## src/rtl/serial_decode_execute.sv

```systemverilog
// serial_decode_execute: bit-serial decode/execute unit built on a single
// full-adder slice.  Accepts op/rs/rt over a valid/ready handshake, spends
// WIDTH cycles in EXEC producing one result bit per clock (LSB first), then
// presents result/flags in DONE until out_ready is seen.
// Ports: clk, rst (async, active-high), in_valid/in_ready, op[2:0],
//   rs/rt[WIDTH-1:0], out_valid/out_ready, result[WIDTH-1:0],
//   flag_c/flag_v/flag_z.
// Optional: define SERIAL_EXE_FLAGS_EN to register the flags; otherwise
//   the flag ports are tied to 0.
module serial_decode_execute #(
    parameter int WIDTH = 8,
    parameter int CNT_W = 4
) (
    input  logic             clk,
    input  logic             rst,
    input  logic             in_valid,
    output logic             in_ready,
    input  logic [2:0]       op,
    input  logic [WIDTH-1:0] rs,
    input  logic [WIDTH-1:0] rt,
    output logic             out_valid,
    input  logic             out_ready,
    output logic [WIDTH-1:0] result,
    output logic             flag_c,
    output logic             flag_v,
    output logic             flag_z
);

    typedef enum logic [1:0] {
        IDLE = 2'd0,
        EXEC = 2'd1,
        DONE = 2'd2
    } state_t;

    state_t state, state_nx;

    logic [WIDTH-1:0] a_sh, b_sh, res_sh, res_q;
    logic             carry;
    logic [CNT_W-1:0] cnt;
    logic             is_logic;
    logic             is_slt;
    logic [3:0]       fn;

    logic [WIDTH-1:0] b_dec;
    logic             cin_dec;
    logic             logic_dec;
    logic             slt_dec;
    logic [3:0]       fn_dec;

    logic             accept;
    logic             last;
    logic             a_bit, b_bit;
    logic             sum, cout;
    logic             lbit, bit_out;
    logic             v_next;
    logic [WIDTH-1:0] res_next;
    logic [WIDTH-1:0] final_res;

    assign accept = in_valid && in_ready;
    assign last   = (cnt == CNT_W'(WIDTH - 1));

    // Decode of the incoming opcode; latched only on accept.
    always_comb begin
        b_dec     = rt;
        cin_dec   = 1'b0;
        logic_dec = 1'b0;
        slt_dec   = 1'b0;
        fn_dec    = 4'b0000;
        unique case (op)
            3'b000: ;
            3'b001: begin
                b_dec   = ~rt;
                cin_dec = 1'b1;
            end
            3'b010: begin
                logic_dec = 1'b1;
                fn_dec    = 4'b0001;
            end
            3'b011: begin
                logic_dec = 1'b1;
                fn_dec    = 4'b0010;
            end
            3'b100: begin
                logic_dec = 1'b1;
                fn_dec    = 4'b0100;
            end
            3'b101: begin
                logic_dec = 1'b1;
                fn_dec    = 4'b1000;
            end
            3'b110: begin
                b_dec   = '0;
                cin_dec = 1'b1;
            end
            3'b111: begin
                b_dec   = ~rt;
                cin_dec = 1'b1;
                slt_dec = 1'b1;
            end
        endcase
    end

    // One full-adder slice plus per-bit logic gates.
    always_comb begin
        a_bit = a_sh[0];
        b_bit = b_sh[0];
        sum   = a_bit ^ b_bit ^ carry;
        cout  = (a_bit & b_bit) | (carry & (a_bit ^ b_bit));
        lbit  = 1'b0;
        unique case (1'b1)
            fn[0]:   lbit = a_bit & b_bit;
            fn[1]:   lbit = a_bit | b_bit;
            fn[2]:   lbit = a_bit ^ b_bit;
            fn[3]:   lbit = ~a_bit;
            default: lbit = 1'b0;
        endcase
        bit_out  = is_logic ? lbit : sum;
        res_next = {bit_out, res_sh[WIDTH-1:1]};
        // On the MSB step, carry holds the carry into the MSB.
        v_next   = is_logic ? 1'b0 : (carry ^ cout);
        if (is_slt)
            final_res = {{(WIDTH-1){1'b0}}, sum ^ v_next};
        else
            final_res = res_next;
    end

    // FSM: state register
    always_ff @(posedge clk or posedge rst) begin
        if (rst)
            state <= IDLE;
        else
            state <= state_nx;
    end

    // FSM: next state
    always_comb begin
        state_nx = state;
        unique case (state)
            IDLE:    if (accept) state_nx = EXEC;
            EXEC:    if (last) state_nx = DONE;
            DONE:    if (out_ready) state_nx = IDLE;
            default: state_nx = IDLE;
        endcase
    end

    // FSM: outputs
    always_comb begin
        in_ready  = (state == IDLE);
        out_valid = (state == DONE);
    end

    // Datapath
    always_ff @(posedge clk or posedge rst) begin
        if (rst) begin
            a_sh     <= '0;
            b_sh     <= '0;
            res_sh   <= '0;
            res_q    <= '0;
            carry    <= 1'b0;
            cnt      <= '0;
            is_logic <= 1'b0;
            is_slt   <= 1'b0;
            fn       <= 4'b0000;
        end else if (state == IDLE) begin
            if (accept) begin
                a_sh     <= rs;
                b_sh     <= b_dec;
                res_sh   <= '0;
                carry    <= cin_dec;
                cnt      <= '0;
                is_logic <= logic_dec;
                is_slt   <= slt_dec;
                fn       <= fn_dec;
            end
        end else if (state == EXEC) begin
            a_sh   <= a_sh >> 1;
            b_sh   <= b_sh >> 1;
            res_sh <= res_next;
            carry  <= cout;
            cnt    <= cnt + 1'b1;
            if (last)
                res_q <= final_res;
        end
    end

    assign result = res_q;

`ifdef SERIAL_EXE_FLAGS_EN
    logic fc_q, fv_q, fz_q;

    always_ff @(posedge clk or posedge rst) begin
        if (rst) begin
            fc_q <= 1'b0;
            fv_q <= 1'b0;
            fz_q <= 1'b0;
        end else if (state == EXEC && last) begin
            fc_q <= is_logic ? 1'b0 : cout;
            fv_q <= v_next;
            fz_q <= (final_res == '0);
        end
    end

    assign flag_c = fc_q;
    assign flag_v = fv_q;
    assign flag_z = fz_q;
`else
    assign flag_c = 1'b0;
    assign flag_v = 1'b0;
    assign flag_z = 1'b0;
`endif

endmodule

```

## config.mk

```make
export PLATFORM = sky130hd
export DESIGN_NAME = serial_decode_execute
export DESIGN_NICKNAME = d
export VERILOG_FILES = /design/src/rtl/serial_decode_execute.sv
export SDC_FILE = /design/constraint.sdc
export NUM_CORES = 1
export LEC_CHECK = 0
export BUFFER_PORTS_ARGS = -buffer_cell sky130_fd_sc_hd__buf_2
export CAP_MARGIN = 0
export CORE_UTILIZATION = 35
export CTS_CLUSTER_SIZE = 24
export DETAILED_ROUTE_END_ITERATION = 10
export GPL_TIMING_DRIVEN = 0
export PLACE_DENSITY = 0.58
export SETUP_SLACK_MARGIN = 0.02
export SLEW_MARGIN = 20
export SYNTH_ARGS = -nofsm -noshare
export SYNTH_HDL_FRONTEND = slang
export SYNTH_SLANG_ARGS = --single-unit
export TNS_END_PERCENT = 30
```

## constraint.sdc

```tcl
create_clock -name clk -period 1.46 [get_ports clk]
set_input_delay 0.292 -clock clk [delete_from_list [all_inputs] [get_ports clk]]
set_output_delay 0.292 -clock clk [all_outputs]
set_load 0.005 [all_outputs]
```

==> qor.csv <==
metric,value,unit
worst-skew pair later-pin latency,0.30,ns
pre-CTS setup slack,-0.217,ns
initial antenna violation count,0,
Final nets,348,
number of top-level pins,36,
post-route setup slack,-0.159,ns
DRT Wirelength,5.51,mm
Max Used Layer,met4,
P_leak,0.00140,uW
Die H,84.5,um
# setup viols final,4,
fin crit period,1.62,ns
met2 WL post-DR,2.62,mm
largest net degree at the start of global routing,25,
CP Buf/Inv Count,1,
startpoint type of the worst setup path,flop,
"Hold Vio Cnt, Final",0,
post-synthesis instance total,260,
failing checks,"design-rule violations, negative setup slack",
area of the die,7140,um^2
Worst setup EP type,flop,
DRT met1 WL,2.61,mm
Vias,1999,
cts-stage hold buffer count,0,
FILL cells,658,
Area growth syn-to-layout,26.1,%
Overall Power,5330,uW
Netlist cell types,42,
clock buffer depth,2,
Post-DP HPWL,3.69,mm
ordered cell list for the critical path,"inv_2, fa_2, xor2_1, or3_1, nand3_2, a31oi_1",
syn avg cell area,9.17,um^2
run status,finished with violations,
Hold WS,0.00657,ns
CP Class,flop to flop,
crit path max-delay cell type,dfrtp_1,
CP max FO,4,
Post-synth top cells,"dfrtp_1, nand2_1, o21ai_0, inv_1, nor2_1",
Relative slew margins,65.6,%
"Data arrival, critical path",1.80,ns
top-count cell post-synth,dfrtp_1,
Max Cap Viol,0,
slowest cell delay on critical path,0.40,ns
register bit total from synthesis,44,
post-route design area,3010,um^2
Final Max Tran Viols,0,
H-tree lvl count,2,
clock-pin slew on the worst setup and hold paths,0.08,ns
Synth Flop Type,dfrtp_1,
RD Place Congestion,0.755,
part of the cycle the worst path needs,111,%
Post-synth ARST share,100,%
area share of the largest cell type after synthesis,46.2,%
top achievable clock speed,618,MHz
setup TNS,-0.356,ns
Initial Util,36.9,%
yosys warns,0,
Die X-Extent,84.5,um
total core area,6460,um^2
met3 wire length,214,um
VDD IR max,577,uV
layout cell share with drive strength beyond 1,30.2,%
Cell Rows,29,
Pwr Density,1770,nW/um^2
clk_skew,0.00653,ns
post-synth top area cell,dfrtp_1,
Slew @ Worst Pin,0.516,ns
register area share after synthesis,46.2,%
clk sinks,44,
first-pass iteration count of the detailed router,7,
worst min path class,primary input to asynchronous set/reset pin,
Wirelength per Cell,13.8,um
multi-input logic area,1220,um^2
Final ANT Viol Nets,0,
DR vias/cell,5.02,
"CP delay by family, top",flip-flops,
worst path required time,1.64,ns
1st-iter DRT viols,72,
port buffer count,31,
Post-synth EDFFs,0,
unrepaired setup endpoints after global routing,yes,
first-pass GRT wire length,8.94,mm
DRC violations left,10,
synth top area cells,"dfrtp_1, nand2_1, o21ai_0",
total placed instance area,2670,um^2
vias in the first global route,1861,
GRT overflow,0,
Synth Cell Area,2380,um^2
CTS tree,built,
Total Routing Usage GR,16.1,%
register area,1100,um^2
root buf cell,clkbuf_8,
diode count,0,
cts bufs inserted,5,
[flip-flops by register name, summed over array words and instances (netlist names)]
register	cells
fn	4
state	2
cnt	4
carry	1
res_sh	7
is_slt	1
is_logic	1
a_sh	8
b_sh	8
result	8
[metal layers]
metal / track usage [%] / vias to the layer above
li1: - / 1010
met1: 21.4 / 944
met2: 26.5 / 38
met3: 3.34 / 7
met4: 4.62 / 0
met5: 0 / -
[area by class of cell]
type | count | share of cell area [%]
multi-input combinational | 185 | 40.5
sequential | 44 | 36.7
timing repair buffer | 52 | 10.7
buffer | 20 | 4.74
tap | 77 | 3.20
clock buffer | 6 | 2.41
inverter | 13 | 1.62
clock inverter | 1 | 0.166
[worst paths after layout]
check / start / to / slack [ns] / depth (start not counted)
setup / recovery: a_sh[0] / result[0] / -0.16 / 6
hold / removal: rst / a_sh[6] / 0.007 / 2
setup reg to reg: a_sh[0] / result[0] / -0.16 / 6
hold reg to reg: fn[0] / fn[0] / 0.48 / 2
max in group asynchronous: rst / state[1] / 0.95 / 3
min in group clk: rs[7] / a_sh[7] / 0.20 / 3
[power by group]
group	total [uW]	switching [uW]	internal, uW
logic	2470	1220	1250
registers	2130	395	1740
clock network	727	401	326
total	5330	2020	3310
[stage by stage]
stage	instances	util (%)
floorplan	262	-
global placement	370	41.0
detailed placement	371	41.3
CTS	384	43.8
global route	398	46.6
finish	398	46.6
[kinds of logic (layout without fill, tap and decap cells)]
group	after synthesis	count (layout)	share of synthesized area [%]
simple gates	88	88	19.2
compound gates	72	72	18.3
flops	44	44	46.2
buf+inv	33	92	6.77
xor+xnor	10	10	3.67
mux	8	8	3.36
fa+ha+maj	4	4	2.41
other cells	1	3	0.157
[what timing repair did]
action                                 in CTS  in global routing
cloned                                      0                  3
pin swaps                                   4                  7
resized for setup                          14                 25
setup buffers                               6                 11
endpoints found under the hold margin       0                  0
setup endpoints to repair                  23                 28
[cells in the final DEF, fill, tap and decap left out, types with 5 or more instances in the layout]
master / netlist / routed
dfrtp_1: 44 / 42
nand2_1: 40 / 39
buf_2: 9 / 38
o21ai_0: 30 / 26
buf_4: 3 / 22
nor2_1: 13 / 12
o21ai_1: 7 / 11
inv_1: 13 / 10
xnor2_1: 9 / 9
mux2i_1: 8 / 8
o211ai_1: 8 / 8
a22oi_1: 11 / 8
a21oi_1: 7 / 7
nor2b_1: 7 / 6
nand3b_1: 6 / 6
clkbuf_1: 6 / 5
nand3_1: 6 / 5
clkbuf_8: 0 / 5
[worst reg2reg max path, stage by stage (launching register included)]
cell,delay (ns)
dfrtp_1,0.40
inv_2,0.08
fa_2,0.40
xor2_1,0.16
or3_1,0.32
nand3_2,0.08
a31oi_1,0.07
No activity file was read; power rests on OpenSTA's default activity.
